**config.mk**
```make
export PLATFORM = sky130hd
export DESIGN_NAME = operand_issue_stage
export DESIGN_NICKNAME = d
export VERILOG_FILES = /design/src/rtl/operand_issue_stage_pkg.sv /design/src/rtl/operand_issue_stage_regfile.sv /design/src/rtl/operand_issue_stage.sv
export SDC_FILE = /design/constraint.sdc
export NUM_CORES = 1
export LEC_CHECK = 0
export CAP_MARGIN = 15
export CORE_UTILIZATION = 45
export DETAILED_ROUTE_END_ITERATION = 7
export PLACE_DENSITY = 0.72
export SYNTH_ARGS = -nofsm -noshare
export SYNTH_HDL_FRONTEND = slang
export SYNTH_SLANG_ARGS = --single-unit
```
**constraint.sdc**
```tcl
create_clock -name clk -period 2.6 [get_ports clk]
set_input_delay 0.39 -clock clk [delete_from_list [all_inputs] [get_ports clk]]
set_output_delay 0.39 -clock clk [all_outputs]
set_load 0.1 [all_outputs]
```
**src/rtl/operand_issue_stage_pkg.sv**
```systemverilog
// Opcode map, instruction field positions and per-opcode decode helper for the operand issue stage.
// Shared by operand_issue_stage (ISSUE_BYPASS_EN selects same-cycle writeback forwarding there).
package operand_issue_stage_pkg;

  localparam int DATA_W_DEFAULT = 8;
  localparam int INSTR_W        = 16;

  localparam logic [3:0] OP_ADD   = 4'b0000;
  localparam logic [3:0] OP_SUB   = 4'b0001;
  localparam logic [3:0] OP_AND   = 4'b0010;
  localparam logic [3:0] OP_OR    = 4'b0011;
  localparam logic [3:0] OP_XOR   = 4'b0100;
  localparam logic [3:0] OP_SHL   = 4'b0101;
  localparam logic [3:0] OP_SHR   = 4'b0110;
  localparam logic [3:0] OP_BEQ   = 4'b0111;
  localparam logic [3:0] OP_NOP   = 4'b1000;
  localparam logic [3:0] OP_LOAD  = 4'b1001;
  localparam logic [3:0] OP_STORE = 4'b1010;

  localparam int OP_LSB  = 12;
  localparam int RD_LSB  = 10;
  localparam int RS1_LSB = 8;
  localparam int RS2_LSB = 0;
  localparam int IMM_LSB = 0;
  localparam int IMM_W   = 8;

  typedef struct packed {
    logic uses_rs1;
    logic uses_rs2;
    logic uses_rd;
    logic writes_rd;
    logic alu_legal;
    logic is_illegal;
    logic use_imm;
    logic is_store;
  } decode_t;

  function automatic decode_t decode_op(input logic [3:0] op);
    decode_t d;
    d = '0;
    if (op <= OP_SHR) begin
      d.uses_rs1  = 1'b1;
      d.uses_rs2  = 1'b1;
      d.uses_rd   = 1'b1;
      d.writes_rd = 1'b1;
      d.alu_legal = 1'b1;
    end else begin
      case (op)
        OP_BEQ: begin
          d.uses_rs1  = 1'b1;
          d.uses_rs2  = 1'b1;
          d.alu_legal = 1'b1;
        end
        OP_NOP: ;
        OP_LOAD: begin
          d.uses_rs1  = 1'b1;
          d.uses_rd   = 1'b1;
          d.writes_rd = 1'b1;
          d.alu_legal = 1'b1;
          d.use_imm   = 1'b1;
        end
        OP_STORE: begin
          d.uses_rs1  = 1'b1;
          d.uses_rd   = 1'b1;
          d.alu_legal = 1'b1;
          d.use_imm   = 1'b1;
          d.is_store  = 1'b1;
        end
        default: d.is_illegal = 1'b1;
      endcase
    end
    return d;
  endfunction

endpackage

```
**src/rtl/operand_issue_stage_regfile.sv**
```systemverilog
// Small register file: three asynchronous read ports, one synchronous write port, synchronous clear.
module issue_regfile
  import operand_issue_stage_pkg::*;
#(
  parameter int DATA_W = DATA_W_DEFAULT,
  parameter int REG_AW = 2
) (
  input  logic              clk,
  input  logic              rst,
  input  logic              we,
  input  logic [REG_AW-1:0] waddr,
  input  logic [DATA_W-1:0] wdata,
  input  logic [REG_AW-1:0] raddr1,
  input  logic [REG_AW-1:0] raddr2,
  input  logic [REG_AW-1:0] raddr3,
  output logic [DATA_W-1:0] rdata1,
  output logic [DATA_W-1:0] rdata2,
  output logic [DATA_W-1:0] rdata3
);

  localparam int DEPTH = 1 << REG_AW;

  logic [DATA_W-1:0] mem_reg [DEPTH];
  logic [DEPTH-1:0]  wsel;

  genvar gi;
  generate
    for (gi = 0; gi < DEPTH; gi++) begin : g_wsel
      assign wsel[gi] = we && (waddr == REG_AW'(gi));
    end
  endgenerate

  always_ff @(posedge clk) begin
    for (int i = 0; i < DEPTH; i++) begin
      if (rst) begin
        mem_reg[i] <= '0;
      end else if (wsel[i]) begin
        mem_reg[i] <= wdata;
      end
    end
  end

  assign rdata1 = mem_reg[raddr1];
  assign rdata2 = mem_reg[raddr2];
  assign rdata3 = mem_reg[raddr3];

endmodule

```
**src/rtl/operand_issue_stage.sv**
```systemverilog
// Decode / operand-fetch stage with scoreboard hazard stalls and a single registered issue slot.
// Optional feature macro: ISSUE_BYPASS_EN (same-cycle writeback forwarded into hazard check and operands).
module operand_issue_stage
  import operand_issue_stage_pkg::*;
#(
  parameter int DATA_W = DATA_W_DEFAULT,
  parameter int REG_AW = 2
) (
  input  logic               clk,
  input  logic               rst,
  input  logic               in_valid,
  input  logic [15:0]        in_instr,
  output logic               in_ready,
  output logic               iss_valid,
  input  logic               iss_ready,
  output logic [3:0]         opcode,
  output logic [DATA_W-1:0]  data_in1,
  output logic [DATA_W-1:0]  data_in2,
  output logic               ALU_src,
  output logic [DATA_W-1:0]  store_data,
  output logic [REG_AW-1:0]  iss_rd,
  output logic               iss_wr,
  output logic               illegal,
  input  logic               wb_en,
  input  logic [REG_AW-1:0]  wb_addr,
  input  logic [DATA_W-1:0]  wb_data
);

  localparam int DEPTH = 1 << REG_AW;

  logic [3:0]        f_op;
  logic [REG_AW-1:0] f_rd;
  logic [REG_AW-1:0] f_rs1;
  logic [REG_AW-1:0] f_rs2;
  logic [IMM_W-1:0]  f_imm;
  decode_t           dec;

  assign f_op  = in_instr[OP_LSB +: 4];
  assign f_rd  = in_instr[RD_LSB +: REG_AW];
  assign f_rs1 = in_instr[RS1_LSB +: REG_AW];
  assign f_rs2 = in_instr[RS2_LSB +: REG_AW];
  assign f_imm = in_instr[IMM_LSB +: IMM_W];
  assign dec   = decode_op(f_op);

  logic [DATA_W-1:0] rf_rs1;
  logic [DATA_W-1:0] rf_rs2;
  logic [DATA_W-1:0] rf_rd;

  issue_regfile #(
    .DATA_W (DATA_W),
    .REG_AW (REG_AW)
  ) u_regfile (
    .clk    (clk),
    .rst    (rst),
    .we     (wb_en),
    .waddr  (wb_addr),
    .wdata  (wb_data),
    .raddr1 (f_rs1),
    .raddr2 (f_rs2),
    .raddr3 (f_rd),
    .rdata1 (rf_rs1),
    .rdata2 (rf_rs2),
    .rdata3 (rf_rd)
  );

  logic [DEPTH-1:0] sb_reg;
  logic [DEPTH-1:0] sb_next;
  logic [DEPTH-1:0] wb_mask;
  logic [DEPTH-1:0] sb_view;

  genvar gi;
  generate
    for (gi = 0; gi < DEPTH; gi++) begin : g_wb_mask
      assign wb_mask[gi] = wb_en && (wb_addr == REG_AW'(gi));
    end
  endgenerate

  logic [DATA_W-1:0] op_rs1;
  logic [DATA_W-1:0] op_rs2;
  logic [DATA_W-1:0] op_rd;

`ifdef ISSUE_BYPASS_EN
  // A writeback landing this cycle both releases its pending bit and supplies the operand.
  assign sb_view = sb_reg & ~wb_mask;
  assign op_rs1  = (wb_en && wb_addr == f_rs1) ? wb_data : rf_rs1;
  assign op_rs2  = (wb_en && wb_addr == f_rs2) ? wb_data : rf_rs2;
  assign op_rd   = (wb_en && wb_addr == f_rd)  ? wb_data : rf_rd;
`else
  assign sb_view = sb_reg;
  assign op_rs1  = rf_rs1;
  assign op_rs2  = rf_rs2;
  assign op_rd   = rf_rd;
`endif

  logic hazard;
  logic accept;

  assign hazard = (dec.uses_rs1 && sb_view[f_rs1]) ||
                  (dec.uses_rs2 && sb_view[f_rs2]) ||
                  (dec.uses_rd  && sb_view[f_rd]);

  logic              valid_reg;
  logic [3:0]        op_reg;
  logic [DATA_W-1:0] d1_reg;
  logic [DATA_W-1:0] d2_reg;
  logic              src_reg;
  logic [DATA_W-1:0] sd_reg;
  logic [REG_AW-1:0] rd_reg;
  logic              wr_reg;
  logic              ill_reg;

  assign in_ready = !hazard && (!valid_reg || iss_ready);
  assign accept   = in_valid && in_ready;

  // Clear first so a same-cycle set on the same register wins.
  always_comb begin
    sb_next = sb_reg & ~wb_mask;
    if (accept && dec.writes_rd) begin
      sb_next[f_rd] = 1'b1;
    end
  end

  always_ff @(posedge clk) begin
    if (rst) begin
      sb_reg    <= '0;
      valid_reg <= 1'b0;
      op_reg    <= '0;
      d1_reg    <= '0;
      d2_reg    <= '0;
      src_reg   <= 1'b0;
      sd_reg    <= '0;
      rd_reg    <= '0;
      wr_reg    <= 1'b0;
      ill_reg   <= 1'b0;
    end else begin
      sb_reg  <= sb_next;
      ill_reg <= accept && dec.is_illegal;
      if (accept) begin
        valid_reg <= 1'b1;
        op_reg    <= f_op;
        d1_reg    <= op_rs1;
        d2_reg    <= dec.use_imm ? DATA_W'(f_imm) : op_rs2;
        src_reg   <= dec.alu_legal;
        sd_reg    <= dec.is_store ? op_rd : '0;
        rd_reg    <= f_rd;
        wr_reg    <= dec.writes_rd;
      end else if (iss_ready) begin
        valid_reg <= 1'b0;
      end
    end
  end

  assign iss_valid  = valid_reg;
  assign opcode     = op_reg;
  assign data_in1   = d1_reg;
  assign data_in2   = d2_reg;
  assign ALU_src    = src_reg;
  assign store_data = sd_reg;
  assign iss_rd     = rd_reg;
  assign iss_wr     = wr_reg;
  assign illegal    = ill_reg;

endmodule

```
After elaboration in Yosys (flattened, before gate mapping)
Memories as Yosys holds them, arrays and structs flattened. A register that Yosys moved wholly into a read port is not among the register bits.
Index checks and enable logic that the tools add are counted.
W data, S select, Z words.
{"block": "op_classes", "bitwise_logic": 7, "eq_ne": 7, "order_cmp": 5, "mux": 39, "n_reduce_logical": 22}
{"op": "$mux W8", "n": 6}
{"op": "$mux W1", "n": 26}
{"op": "$eq A4 B4 Y1 const B", "n": 3}
{"op": "$logic_and A1 B1 Y1", "n": 12}
{"op": "$lt A2 B3 Y1 const B", "n": 3}
{"op": "$bmux W1 S2", "n": 3}
{"op": "$mux W5", "n": 1}
{"op": "$and A4 B4 Y4", "n": 1}
{"op": "$eq A2 B2 Y1 const B", "n": 2}
{"op": "$eq A4 B3 Y1 const B", "n": 1}
{"op": "$le A4 B3 Y1 const B", "n": 1}
{"op": "$mux W4", "n": 1}
{"op": "$not A4 Y4", "n": 1}
{"op": "$or A1 B1 Y1", "n": 4}
{"op": "$or A4 B4 Y4", "n": 1}
{"op": "$reduce_or A4 Y1", "n": 1}
{"op": "$logic_or A1 B1 Y1", "n": 3}
{"op": "$mux W3", "n": 1}
{"op": "$reduce_or A3 Y1", "n": 1}
{"op": "$demux W1 S2", "n": 1}
{"op": "$eq A2 B1 Y1 const B", "n": 1}
{"op": "$ge A2 B1 Y1 const B", "n": 1}
{"op": "$logic_not A1 Y1", "n": 2}
{"op": "$logic_not A2 Y1", "n": 1}
{"op": "2 further kinds", "n": 2}
{"block": "word_totals", "ram_bits": 32, "wordCells": 90, "register_bits": 30, "mem_count": 1, "inputBits": 31, "out_inout_bits": 35}
{"name": "u_regfile.mem_reg", "depth": 4, "word_bits": 8, "rd": 3, "rd_ports_with_merged_regs": 1, "write_ports": 4, "line_no": "operand_issue_stage_regfile.sv:23", "text": "logic [DATA_W-1:0] mem_reg [DEPTH];"}

Logic depth before layout (Yosys ltp)
Gate-level depths: netlist of run 1.
{"block": "logic_depth", "depth_word": 12, "ltp_mapped": 9}

By module
From an unflattened synthesis of run 1, not the netlist that was laid out.
{"block": "unflattened", "cells_unflattened": 304, "area_unflattened_um2": 3509.6}
{"module": "issue_regfile", "instances": 1, "seq_area_each_um2": 960.9, "cells_per_inst": 116, "area_each_um2": 1810.5}
{"module": "operand_issue_stage", "instances": 1, "seq_area_each_um2": 760.7, "cells_per_inst": 188, "area_each_um2": 1699.1}

Worst setup path before layout of run 1
OpenSTA, ideal clock, no wires.
{"block": "synth_timing", "path_type": "input to output", "start": "input port in_instr[8]", "end": "output port in_ready", "slack_ps": 207, "t_required_ps": 2210, "cell_stages": 6, "t_arrival_ps": 2003, "cell_sequence": "buf_6 mux4_2 o21ai_2 nand4_4 clkinv_2 buf_2"}
{"block": "synth_via", "elab_chain_len": 7}
{"item": "start: declaration", "line_no": "operand_issue_stage.sv:12", "text": "input logic [15:0] in_instr,"}
{"item": "$bmux W1 S2", "line_no": "operand_issue_stage.sv:98", "text": "assign hazard = (dec.uses_rs1 && sb_view[f_rs1]) ||"}
{"item": "$mux W1 (implied by the code)", "line_no": "operand_issue_stage.sv:98"}
{"item": "$logic_and A1 B1 Y1", "line_no": "operand_issue_stage.sv:98"}
{"item": "$logic_or A1 B1 Y1", "line_no": "operand_issue_stage.sv:98"}
{"item": "$logic_or A1 B1 Y1", "line_no": "operand_issue_stage.sv:99", "text": "(dec.uses_rs2 && sb_view[f_rs2]) ||"}
{"item": "$logic_not A1 Y1", "line_no": "operand_issue_stage.sv:112", "text": "assign in_ready = !hazard && (!valid_reg || iss_ready);"}
{"item": "$logic_and A1 B1 Y1", "line_no": "operand_issue_stage.sv:112"}
{"item": "end: declaration", "line_no": "operand_issue_stage.sv:13", "text": "output logic in_ready,"}
No other way between the ends. The select of a mux whose other input is x is not followed.

Worst setup path after layout of run 1
Same ends and word-level chain as after synthesis.

==> results of run 1 <==
## kinds of logic after synthesis
group	Yosys count	synth area share
flip-flops	70	0.490
AO/OA/AOI/OAI	74	0.137
multiplexers	29	0.172
AND/OR/NAND/NOR	101	0.157
buffers and inverters	32	0.0420
XOR/XNOR	1	0.00249
## layer usage
metal / share of wire / up-vias / global-route usage / wire (um)
met5: 0 / - / 0 / 0
met4: 0.026 / 0 / 0.0941 / 209
met3: 0.046 / 18 / 0.0412 / 378
met2: 0.48 / 86 / 0.349 / 3950
met1: 0.44 / 1297 / 0.278 / 3610
li1: - / 1320 / - / -
## cell usage in the layout (no fill, tap or decap), types with 4 or more instances in the layout
cell type                         instances
sky130_fd_sc_hd__buf_4                   58
sky130_fd_sc_hd__dfxtp_1                 38
sky130_fd_sc_hd__and2_1                  32
sky130_fd_sc_hd__edfxtp_1                32
sky130_fd_sc_hd__clkdlybuf4s50_1         30
sky130_fd_sc_hd__a21oi_1                 27
sky130_fd_sc_hd__mux4_2                  25
sky130_fd_sc_hd__nand3_1                 21
sky130_fd_sc_hd__nand2_1                 19
sky130_fd_sc_hd__o21ai_0                 18
sky130_fd_sc_hd__nor3_1                  11
sky130_fd_sc_hd__clkbuf_8                 9
sky130_fd_sc_hd__a31o_2                   8
sky130_fd_sc_hd__a311oi_1                 7
sky130_fd_sc_hd__inv_1                    6
sky130_fd_sc_hd__nand2b_1                 5
sky130_fd_sc_hd__o211ai_1                 4
sky130_fd_sc_hd__nor2_1                   4
## final timing paths
check,to,slack [ps],cells after the start
hold / removal,data_in1[7]$_SDFFE_PP0P_,480,2
hold reg to reg,data_in1[7]$_SDFFE_PP0P_,480,2
setup reg to reg,data_in2[2]$_SDFFE_PP0P_,670,7
setup / recovery,in_ready,90,6
## tightest hold or removal path, stage by stage (launching register included)
cell                      delay, ps
sky130_fd_sc_hd__dfxtp_1        320
sky130_fd_sc_hd__o21ai_0         70
sky130_fd_sc_hd__a21oi_1         60
## power by group through the flow
stage	registers (mW)	logic, mW	clock network (mW)
3_3_place_gp	1.30	0.757	0
5_1_grt	1.29	0.801	0.832
2_1_floorplan	1.57	0.278	0
6_report	1.28	0.761	0.767
3_5_place_dp	1.31	0.762	0
4_1_cts	1.28	0.764	0.781
## metrics by stage
step                      cells  hold WS [ps]  power (mW)  worst slack, ps
final                       487           484        2.81             88.1
after detailed placement    471           469        2.07             25.9
after CTS                   487           485        2.83             93.7
after global placement      471           463        2.06             82.9
after global routing        487           500        2.93             40.6
after floorplan             307           448        1.84              207
## cell type report
class                   count  area (um^2)
inverters                   8         31.3
multi-input cells         205         1650
repair buffers             89          756
flip-flops and latches     70         1720
clock buffers               9          124
clock inverters             7         47.5
well taps                  99          124
fillers                   607         2960
==> metrics.sh, run 1 <==
DETAILED_ROUTE_VIA_COUNT=2721
GRT_FIRST_PASS_WIRELENGTH_UM=13600
CRITICAL_PATH_PEAK_FANOUT=4
FINAL_PERIOD_MINUS_WORST_SETUP_SLACK_PS=2510
DRV_SLEW=0
FP.DIEAREA_UM2=8170
POWER_PER_CELL_AREA_nW_PER_UM2=631
CTS_TREE='yes'
DIE_WIDTH_UM=90.4
POST_SYNTH_MOST_FREQUENT_CELLS='38 x sky130_fd_sc_hd__dfxtp_1, 32 x sky130_fd_sc_hd__and2_1, 32 x sky130_fd_sc_hd__edfxtp_1'
FIN_CRIT_SH=0.966
DETAILEDROUTE.FIRSTPASSITERATIONCOUNT=4
FINAL_UTIL=0.601
SLEW_WORST_PIN_PS=771
CRIT_SLOWEST_CELL='sky130_fd_sc_hd__mux4_2'
FIRST_ITER_VIOLATIONS=170
VIA_COUNT_OF_THE_FIRST_GLOBAL_ROUTING_PASS=2661
WORST_SETUP_PATH_START_KIND='input pin'
PATH_CLK_SLEW_PS=70
CP-END-KIND='primary output'
GRT_OVERFLOW_TOTAL=0
YOSYS.AREA.TOP_TYPE='sky130_fd_sc_hd__edfxtp_1'
MAX_STAGE_DELAY_PS=560
DIODES=0
P_LEAK_nW=1.68
SYNTH-EDFF-COUNT=32
POST-CTS-SETUP-BUFFERS=0
SYNTH_TOP_AREA_FRAC=0.273
CRITICAL_PATH.CELL_CHAIN='clkdlybuf4s50_1 > mux4_2 > o21ai_2 > nand4_4 > clkinv_2 > buf_12'
INITIAL_ANTENNA_VIOLATION_COUNT=0
HPWL_UM=6190
ROWS=31
CTS_BUFFERS=9
YOSYSMOSTFREQUENTCELL='sky130_fd_sc_hd__dfxtp_1'
FLOW.AREA_GROWTH_FROM_SYNTHESIS_PCT=26.6
WORST_IR_DROP_VDD_V=0.000271
SYNTH.CELL_AREA_UM2=3520
DRT-TOTAL-WL_UM=8140
POST_ROUTE_SKEW_PS=10.6
FINAL_LAYOUT_SIZE_SUFFIX_GT1_FRAC=0.294
TIMING.HOLD.WORST.CLASS='reg2reg'
CRITICAL_PATH.STARTPOINT='in_instr[8]'
INITIAL_CORE_UTIL=0.475
WORSTREG2REGSTART='sb_reg[2]$_SDFF_PP0_'
TIMING_HOLD_VIOLATIONS_FINAL=0
DETAIL_ROUTE.DRC_VIOLATIONS=0
INSERTION_DELAY_PS=340
ANT_NETS=0
REGISTER_BIT_COUNT_REPORTED_BY_YOSYS=70
SYNTH_SEQ_AREA_SHARE=0.490
POST_CTS_HOLD_FIX_BUFS=0
TIMING.CRITICAL_PATH.MAX_DELAY_FAMILY='buffers and inverters'
YOSYS_MOST_USED_DFF='sky130_fd_sc_hd__dfxtp_1'
POST_SYNTH_NUM_CELL_TYPES=37
SLEW-LIMIT-HEADROOM=0.485
RSZ_0062_RAISED_AFTER_GLOBAL_ROUTING='false'
ASYNCSETRESETFLOPFRACSYNTH=0
CRITICAL_PATH_ARRIVAL_PS=2120
POWER.COMBINATIONAL.FRACTION=0.271
TIMING.SETUP.TNS_PS=0
STATUS='finished, final reports clean'
DRV_CAP=0
HOLDCRITSTARTPOINT='data_in1[7]$_SDFFE_PP0P_'
CRITPATHREQUIREDTIME_PS=2210
CTS_ROOT_BUFFER='sky130_fd_sc_hd__clkbuf_8'
POST_DRT_VIA_CELL_RATIO=5.59
FINALINSTANCEAREA_UM2=4450
WIRE_PER_INST_UM=16.7
YOSYS_WARNING_TOTAL=0
GRT_START_MAX_NET_PINS=22
POST_SYNTH_INST_COUNT=307
PORT_BUFFERS=65
HTREEDEPTH=3
FP.COREAREA_UM2=7410
NET_COUNT_AFTER_SYNTHESIS=338
POWER.INTERNAL_mW=1.83
SEQPWRFRAC=0.456
DIE_Y_UM=90.4
GPL.FINAL_WEIGHTED_CONGESTION=0.803
CRITICAL_PATH.N_BUFFERS_INVERTERS=3
SW_FRAC_OF_TOTAL=0.347
FMAXACHIEVABLE_GHz=0.398
AVGSYNTHCELLAREA_UM2=11.5
P_SWITCHING_uW=976
SETUP_VIOL=0
SETUP.WORST_PATH.CLASS='in2out'
GRT_USAGE=0.214
CLOCK_PATH_BUFFERS=2
NUM_IO_PINS=66
CLKPWRFRAC=0.273
POSTPLACECELLAREA_UM2=4280
CLOCK_SINKS=70
CTS_REPAIR_RESIZE_COUNT=0
LARGEST_REGISTER_FFS=32
SYNTH.TOP_CELLS.BY_AREA='sky130_fd_sc_hd__edfxtp_1 27%, sky130_fd_sc_hd__dfxtp_1 22%, sky130_fd_sc_hd__mux4_2 16%'
NUM-NETS-FINAL=414
(Power assumes the default switching activity.)
==> run 2: changes to the inputs <==
--- a/config.mk
+++ b/config.mk
@@ -6,6 +6,7 @@
 export NUM_CORES = 1
 export LEC_CHECK = 0
 export CAP_MARGIN = 15
+export CORE_ASPECT_RATIO = 0.5
 export CORE_UTILIZATION = 45
 export DETAILED_ROUTE_END_ITERATION = 7
 export PLACE_DENSITY = 0.72
==> run 2 against run 1 <==
  * Clock power increased by 38%
  * Clock skew fell by 3.7 ps
  * Core utilization is 0.55 points higher
  * Cell area rose by 1.2%
  * Global-route usage increased by 2.3 points
  * Hold slack about the same
  * Critical path type unchanged
  * Flip-flop and latch count did not move
==> metrics.sh, run 2 (synthesized netlist as in run 1, its figures left out) <==
STATUS='finished, final reports clean'
DRV_CAP=0  # unchanged
SETUP_VIOL=0  # unchanged
FF2FF_PATH_DEPTH=6  # -1
MOSTFREQUENTLAYOUTCELL='sky130_fd_sc_hd__buf_4'
HPWL_UM=6630  # +7.1%
CTS_ROOT_BUFFER='sky130_fd_sc_hd__clkbuf_16'
SLEW_WORST_PIN_PS=754  # -17.4 ps
SETUP.WORST_PATH.CLASS='in2out'
POST-CTS-SETUP-BUFFERS=0  # unchanged
CRITICAL_PATH_PEAK_FANOUT=4  # unchanged
DRV_SLEW=0  # unchanged
NUM-NETS-FINAL=411  # -0.72%
GRT_USAGE=0.237  # +0.0231
TIMING_HOLD_VIOLATIONS_FINAL=0  # unchanged
WIRE_PER_INST_UM=18.5  # +11%
RSZ_0062_RAISED_AFTER_GLOBAL_ROUTING='false'
DIE_Y_UM=64.5  # -29%
SETUP_WS_PS=97.0  # +8.86 ps
FINAL_LAYOUT_SIZE_SUFFIX_GT1_FRAC=0.275  # -0.0185
CRITPATHREQUIREDTIME_PS=2210  # about the same
CLOCK_SINKS=70  # unchanged
WHS_PATH_DEPTH=2  # unchanged
GPL.FINAL_WEIGHTED_CONGESTION=0.859  # +6.9%
CP-END-KIND='primary output'
FP.COREAREA_UM2=7430  # +0.32%
LARGEST_REGISTER_FFS=32  # unchanged
TIMING.SETUP.TNS_PS=0  # unchanged
DETAIL_ROUTE.DRC_VIOLATIONS=0  # unchanged
DIE_WIDTH_UM=127  # +41%
FINAL_PERIOD_MINUS_WORST_SETUP_SLACK_PS=2500  # -8.86 ps
FMAXACHIEVABLE_GHz=0.400  # +0.35%
ROUTED_LENGTH_ON_MET2_UM=3850  # -2.5%
POST_ROUTE_SKEW_PS=6.90  # -3.69 ps
DETAILED_ROUTE_VIA_COUNT=2854  # +4.9%
WORST_IR_DROP_VDD_V=0.000341  # +26%
DR.MAX_LAYER_USED='met4'
ROWS=22  # -29%
PATH_CLK_SLEW_PS=50  # -20 ps
GRT_START_MAX_NET_PINS=25  # +14%
CTS_BUFFERS=9  # unchanged
GRT_OVERFLOW_TOTAL=0  # unchanged
MOST-COMMON-LAYOUT-CELLS='55 x sky130_fd_sc_hd__buf_4, 38 x sky130_fd_sc_hd__dfxtp_1, 32 x sky130_fd_sc_hd__and2_1, 32 x sky130_fd_sc_hd__edfxtp_1, 30 x sky130_fd_sc_hd__clkdlybuf4s50_1'
DETAILEDROUTE.FIRSTPASSITERATIONCOUNT=5  # +1
ANT_NETS=0  # unchanged
WIRELENGTH_MET1_UM=4370  # +21%
CLOCK_PATH_BUFFERS=2  # unchanged
NUM_IO_PINS=66  # unchanged
FIN_CRIT_SH=0.963  # -0.00341
DIODES=0  # unchanged
FIRST_ITER_VIOLATIONS=280  # +65%
SLEW-LIMIT-HEADROOM=0.497  # +0.0116
GRT_FIRST_PASS_WIRELENGTH_UM=14400  # +5.9%
FP.DIEAREA_UM2=8200  # +0.27%
PORT_BUFFERS=65  # unchanged
VIA_COUNT_OF_THE_FIRST_GLOBAL_ROUTING_PASS=2641  # -0.75%
INSERTION_DELAY_PS=330  # about the same
CTS_TREE='yes'
DRT-TOTAL-WL_UM=8910  # +9.4%
TIMING.HOLD.WORST.CLASS='reg2reg'
WORST_SETUP_PATH_START_KIND='input pin'
MET3ROUTEDLENGTH_UM=602  # +59%
HTREEDEPTH=3  # unchanged
CRITICAL_PATH_ARRIVAL_PS=2110  # about the same
POWER_PER_CELL_AREA_nW_PER_UM2=694  # +9.9%
INITIAL_CORE_UTIL=0.473  # -0.00152
POST_DRT_VIA_CELL_RATIO=5.93  # +6.2%
DPL_WORST_SLACK_PS=32.3  # +6.39 ps
P_LEAK_nW=1.70  # +1.4%
POST_CTS_HOLD_FIX_BUFS=0  # unchanged
INITIAL_ANTENNA_VIOLATION_COUNT=0  # unchanged
CTS_REPAIR_RESIZE_COUNT=0  # unchanged
FLOW.AREA_GROWTH_FROM_SYNTHESIS_PCT=28.1
==> run 2: area by class of cell <==
type,instances,area [um^2]
sequential,70,1720
multi-input combinational,205,1650
clock inverter,2,8.76
timing repair buffer,86,733
fill,605,2930
inverter,8,31.3
tap,96,120
clock buffer,14,244
==> run 2: per-stage QoR <==
stage                     instances  instance area (um^2)  power, mW   util  hold slack (ps)
after floorplan                 307                  3520       1.84      -              448
after global placement          465                  4250       2.06  0.572              467
after detailed placement        465                  4250       2.08  0.572              474
after CTS                       481                  4510       3.13  0.606              481
after global routing            481                  4510       3.23  0.606              499
final                           481                  4510       3.13  0.606              484
==> run 2: metal layers <==
metal,GRT usage,vias to the layer above
met1,0.349,1404
met2,0.347,131
met3,0.0537,10
li1,-,1309
met5,0,-
met4,0.0759,0
==> run 2: final timing paths <==
path / start / to / slack (ps)
hold reg to reg: opcode[0]$_SDFFE_PP0P_ / opcode[0]$_SDFFE_PP0P_ / 480
setup / recovery: in_instr[8] / in_ready / 100
hold / removal: opcode[0]$_SDFFE_PP0P_ / opcode[0]$_SDFFE_PP0P_ / 480
setup reg to reg: sb_reg[3]$_SDFF_PP0_ / store_data[3]$_SDFFE_PP0P_ / 670
==> run 2: report_power, final <==
| part | internal, mW | switching [mW] |
|---|---|---|
| clock network | 0.641 | 0.422 |
| logic | 0.254 | 0.518 |
| registers | 1.24 | 0.0558 |
==> run 2: worst max-delay path, cell delays in order <==
cell and delay, ps:
sky130_fd_sc_hd__clkdlybuf4s50_1 540, sky130_fd_sc_hd__mux4_2 560, sky130_fd_sc_hd__o21ai_2 190, sky130_fd_sc_hd__nand4_4 130, sky130_fd_sc_hd__clkinv_2 110, sky130_fd_sc_hd__buf_12 180
